`src/rtl/store_data_writer.sv`:
```
// store_data_writer
//   Sub-word store engine. Byte and halfword stores do a read-modify-write
//   of the containing word. Word stores write directly. Misaligned requests
//   are rejected with a one-cycle pulse and never reach memory.
//
// Ports
//   i_clk, i_rst_n             clock, asynchronous active-low reset
//   i_valid/i_addr/i_data/i_size  store request; only taken in IDLE
//   o_busy                     engine is not IDLE
//   o_done                     one-cycle pulse when the write is issued
//   o_misaligned               one-cycle pulse when a request is rejected
//   o_mem_addr                 word address (latched addr, bits [1:0] = 0)
//   o_mem_rd                   one-cycle read strobe
//   i_mem_rdata/i_mem_rvalid   read return
//   o_mem_wr/o_mem_wdata       one-cycle write strobe with merged data
module store_data_writer #(
  parameter int NBITS = 32,
  parameter int SIZE  = 2
) (
  input  logic             i_clk,
  input  logic             i_rst_n,
  input  logic             i_valid,
  input  logic [NBITS-1:0] i_addr,
  input  logic [NBITS-1:0] i_data,
  input  logic [SIZE-1:0]  i_size,
  output logic             o_busy,
  output logic             o_done,
  output logic             o_misaligned,
  output logic [NBITS-1:0] o_mem_addr,
  output logic             o_mem_rd,
  input  logic [NBITS-1:0] i_mem_rdata,
  input  logic             i_mem_rvalid,
  output logic             o_mem_wr,
  output logic [NBITS-1:0] o_mem_wdata
);

  localparam logic [SIZE-1:0] SZ_NONE = SIZE'(0);
  localparam logic [SIZE-1:0] SZ_BYTE = SIZE'(1);
  localparam logic [SIZE-1:0] SZ_HALF = SIZE'(2);
  localparam logic [SIZE-1:0] SZ_WORD = SIZE'(3);

  typedef enum logic [2:0] {
    ST_IDLE,
    ST_RD,
    ST_WAIT,
    ST_WR,
    ST_ERR
  } state_e;

  state_e           state_q;
  logic [NBITS-1:0] addr_q;
  logic [NBITS-1:0] data_q;
  logic [SIZE-1:0]  size_q;
  logic [NBITS-1:0] rdata_q;

  // Alignment check on the incoming request, evaluated at acceptance.
  logic req_misaligned;
  always_comb begin
    req_misaligned = 1'b0;
    if (i_size == SZ_NONE)                              req_misaligned = 1'b1;
    else if (i_size == SZ_HALF && i_addr[0])            req_misaligned = 1'b1;
    else if (i_size == SZ_WORD && i_addr[1:0] != 2'b00) req_misaligned = 1'b1;
  end

  always_ff @(posedge i_clk or negedge i_rst_n) begin
    if (!i_rst_n) begin
      state_q <= ST_IDLE;
      addr_q  <= '0;
      data_q  <= '0;
      size_q  <= '0;
      rdata_q <= '0;
    end else begin
      case (state_q)
        ST_IDLE: begin
          if (i_valid) begin
            addr_q <= i_addr;
            data_q <= i_data;
            size_q <= i_size;
            if (req_misaligned)        state_q <= ST_ERR;
            else if (i_size == SZ_WORD) state_q <= ST_WR;
            else                        state_q <= ST_RD;
          end
        end
        // Read data may return in the same cycle as the strobe.
        ST_RD, ST_WAIT: begin
          if (i_mem_rvalid) begin
            rdata_q <= i_mem_rdata;
            state_q <= ST_WR;
          end else begin
            state_q <= ST_WAIT;
          end
        end
        ST_WR:   state_q <= ST_IDLE;
        ST_ERR:  state_q <= ST_IDLE;
        default: state_q <= ST_IDLE;
      endcase
    end
  end

  // Little-endian merge of the right-justified store data into the read word.
  logic [NBITS-1:0] wdata_merge;
  always_comb begin
    wdata_merge = rdata_q;
    if (size_q == SZ_BYTE)
      wdata_merge[{addr_q[1:0], 3'b000} +: 8] = data_q[7:0];
    else if (size_q == SZ_HALF)
      wdata_merge[{addr_q[1], 4'b0000} +: 16] = data_q[15:0];
    else if (size_q == SZ_WORD)
      wdata_merge = data_q;
  end

  assign o_busy       = (state_q != ST_IDLE);
  assign o_done       = (state_q == ST_WR);
  assign o_misaligned = (state_q == ST_ERR);
  assign o_mem_rd     = (state_q == ST_RD);
  assign o_mem_wr     = (state_q == ST_WR);
  assign o_mem_addr   = {addr_q[NBITS-1:2], 2'b00};
  assign o_mem_wdata  = wdata_merge;

endmodule
```
`config.mk`:
```
export PLATFORM = sky130hd
export DESIGN_NAME = store_data_writer
export DESIGN_NICKNAME = d
export VERILOG_FILES = /design/src/rtl/store_data_writer.sv
export SDC_FILE = /design/constraint.sdc
export NUM_CORES = 1
export LEC_CHECK = 0
export BUFFER_PORTS_ARGS = -buffer_cell sky130_fd_sc_hd__buf_2
export CAP_MARGIN = 20
export CORE_MARGIN = 2
export CORE_UTILIZATION = 48
export DETAILED_ROUTE_END_ITERATION = 8
export GPL_ROUTABILITY_DRIVEN = 0
export PLACE_DENSITY = 0.76
export SLEW_MARGIN = 20
export SYNTH_ARGS = -nofsm -noshare
export SYNTH_HDL_FRONTEND = slang
export SYNTH_SLANG_ARGS = --single-unit
export TNS_END_PERCENT = 100
```
`constraint.sdc`:
```
create_clock -name i_clk -period 2.85 [get_ports i_clk]
set_input_delay 0.285 -clock i_clk [delete_from_list [all_inputs] [get_ports i_clk]]
set_output_delay 0.285 -clock i_clk [all_outputs]
set_load 0.02 [all_outputs]
```
==> flow_summary.toml <==
[sta]
period_minus_slack_ns = 2.69
setup-tns-final_ns = 0
holdWs_ns = -0.0733
relSlewSlack = 0.493
hold_violations = 49
tightest_slew_ns = 0.761
max_freq_ghz = 0.372
setup_viol = 0
slew_viol_final = 0
finClkSkew_ns = 0.00688
timing.final.crit_share = 0.943

[synthesis]
synth_area_leaders = "dfrtp_1 (48%), mux2_2 (14%), mux2_4 (8.2%), buf_4 (5.4%), a311oi_1 (2.5%)"
syn-cell-area_um2 = 5300
ys_warn_count = 0
synthCells = 425
synth-seq-cells = 101
ys_types = 42
async_flop_share = 1.00
syn_avg_cell_area_um2 = 12.5
yosys.cell_count.top_type = "dfrtp_1"
synth.top_cell.area_share = 0.477
synth_seq_area_share = 0.477
synth_top_area_cell = "dfrtp_1"
synth_edf_count = 0
synth_common_cells = "dfrtp_1 (101), mux2_2 (66), buf_4 (38)"
synth_ff_type = "dfrtp_1"

[placement]
numPortBuffers = 168
dpl-instance-area_um2 = 6010
dp_hpwl_um = 9530
place_inst = 684

[setup_path]
r2r_setup_slack_ns = 0.84
worst_setup_path_end_kind = "output pin"
crit_required_ns = 2.57
cp_max_fo = 8
worst-setup-path-type = "flop to output pin"
arrival_ns = 2.40
critPathLaunchType = "flop"

[min_path]
hold_path_class = "primary input to async pin"

[cells_and_area]
area_delta_synth_final_pct = 17.8
layout-drive-gt1-share = 0.554
fin_cells = 700
antenna_cells = 0
final_nets = 662
fin_area_um2 = 6240
fillers = 936

[power_and_ir_drop]
vdd_ir_drop_max_v = 0.000666
p_comb_frac = 0.555
leakage_nw = 2.89
power_density_nw_per_um2 = 1380
p_sw_frac = 0.443
p_int_w = 0.00480
p_clk_frac = 0.111
p_switching_w = 0.00381
pwr-share-seq = 0.334

[global_route]
grt_antenna_before_repair = 0
grt_max_degree = 83
grt_pass1_wl_um = 20200
grt_pass1_vias = 3895
overflow = 0
grt.total_usage = 0.226

[cts]
clk_pin_slew_worst_paths_ns = 0.09
cts.sinks = 101
cts_setup_buffers = 0
insertion_delay_ns = 0.36
cts_tree = "yes"
ctsRootBufferMaster = "clkbuf_8"
htreeDepth = 3
clockBufferDepth = 2
numCtsBuffers = 9
cts_hold_buf = 0

[floorplan]
die_w_um = 109
dieArea_um2 = 11900
io_pins = 171
initial_core_util = 0.491
core.rowCount = 38
coreArea_um2 = 10800
die_y_um = 109

[routing]
totalWireLength_um = 13200
vias_per_cell = 5.62
wl_per_cell_um = 18.9
ant_nets = 0
drt_iter0_drc = 267
vias = 3933
dr.pass1.iters = 4
drc_errors = 0

[status]
status = "finished with violations"
failed_checks = "negative hold slack"

[job]
cap_violations = 0
==> layout by cell type (no fill, tap or decap), drive strengths merged, types with 3 or more instances in the layout <==
| cell type | count |
|---|---|
| o221ai | 8 |
| o32ai | 15 |
| inv | 12 |
| o221a | 9 |
| dfrtp | 101 |
| clkinv | 4 |
| nand3 | 11 |
| ha | 5 |
| buf | 178 |
| a311oi | 15 |
| a21o | 3 |
| nand4 | 16 |
| mux2 | 95 |
| nand2b | 16 |
| clkbuf | 12 |
| o21ai | 4 |
| nor3b | 3 |
| a21oi | 3 |
| a22o | 9 |
| nor2 | 19 |
| nand2 | 3 |
| and2 | 3 |
==> registers in the layout, indices dropped and copies added, names as in the netlist <==
name / flops
state_q: 3
addr_q: 32
rdata_q: 32
size_q: 2
data_q: 32
==> layer usage <==
metal  vias to the layer above  track usage  routed length [um]
li1                       1810            -                   -
met3                        23       0.0460                 918
met1                      1933        0.312                5810
met5                         -            0                   0
met2                       167        0.339                6150
met4                         0        0.112                 349
==> final timing paths <==
| path | from | to | cells after the start |
|---|---|---|---|
| setup reg to reg | state_q[1]$_DFFE_PN0P_ | addr_q[3]$_DFFE_PN0P_ | 4 |
| hold reg to reg | addr_q[14]$_DFFE_PN0P_ | addr_q[14]$_DFFE_PN0P_ | 1 |
| hold / removal | i_rst_n | rdata_q[0]$_DFFE_PN0P_ | 1 |
| max in group asynchronous | i_rst_n | data_q[9]$_DFFE_PN0P_ | 2 |
| min in group i_clk | i_data[12] | data_q[12]$_DFFE_PN0P_ | 2 |
| setup / recovery | addr_q[1]$_DFFE_PN0P_ | o_mem_wdata[7] | 6 |
==> logic make-up after synthesis <==
kind of cell,synth area share
AOI/OAI and AO/OA,0.113
xor gates and xnor gates,0.00165
adders and majority gates,0.0118
buffers and inverters,0.0843
DFF,0.477
muxes,0.224
other,0.000708
and+or+nand+nor,0.0871
==> power groups by stage <==
stage | combinational (W) | sequential [W] | clock (W)
after floorplan | 0.00388 | 0.00258 | 0
after global placement | 0.00462 | 0.00284 | 0
after detailed placement | 0.00474 | 0.00288 | 0
after CTS | 0.00476 | 0.00286 | 0.000983
after global routing | 0.00511 | 0.00296 | 0.00106
final | 0.00478 | 0.00287 | 0.000957
==> cell type report <==
type,instances,area [um2],share of cell area
clock buffer,12,165,0.0264
clock inverter,4,45.0,0.00721
inverter,13,50.0,0.00801
multi-input combinational,252,2350,0.376
sequential,101,2530,0.405
tap,140,175,0.0281
timing repair buffer,178,935,0.150
==> repair_timing <==
| action | in CTS | in global routing |
|---|---|---|
| endpoints found under the hold margin | 0 | 0 |
| gates resized for setup | 2 | 5 |
| setup endpoints to repair | 21 | 24 |
| pin swaps | 0 | 0 |
==> through the flow <==
stage / utilization / setup WS, ns / total power [W]
6_report: 0.579 / 0.161 / 0.00861
5_1_grt: 0.579 / -0.00684 / 0.00912
4_1_cts: 0.577 / 0.0557 / 0.00860
3_5_place_dp: 0.557 / 0.329 / 0.00762
3_3_place_gp: 0.557 / 0.415 / 0.00746
2_1_floorplan: - / 0.128 / 0.00646
==> critical path, cell delays in order, from the launching register on <==
cell	delay, ns
dfrtp_2	0.44
inv_1	0.15
ha_1	0.30
o21a_1	0.21
a21oi_1	0.54
a22o_1	0.24
buf_2	0.16
Power figures use the tool's default switching activity.
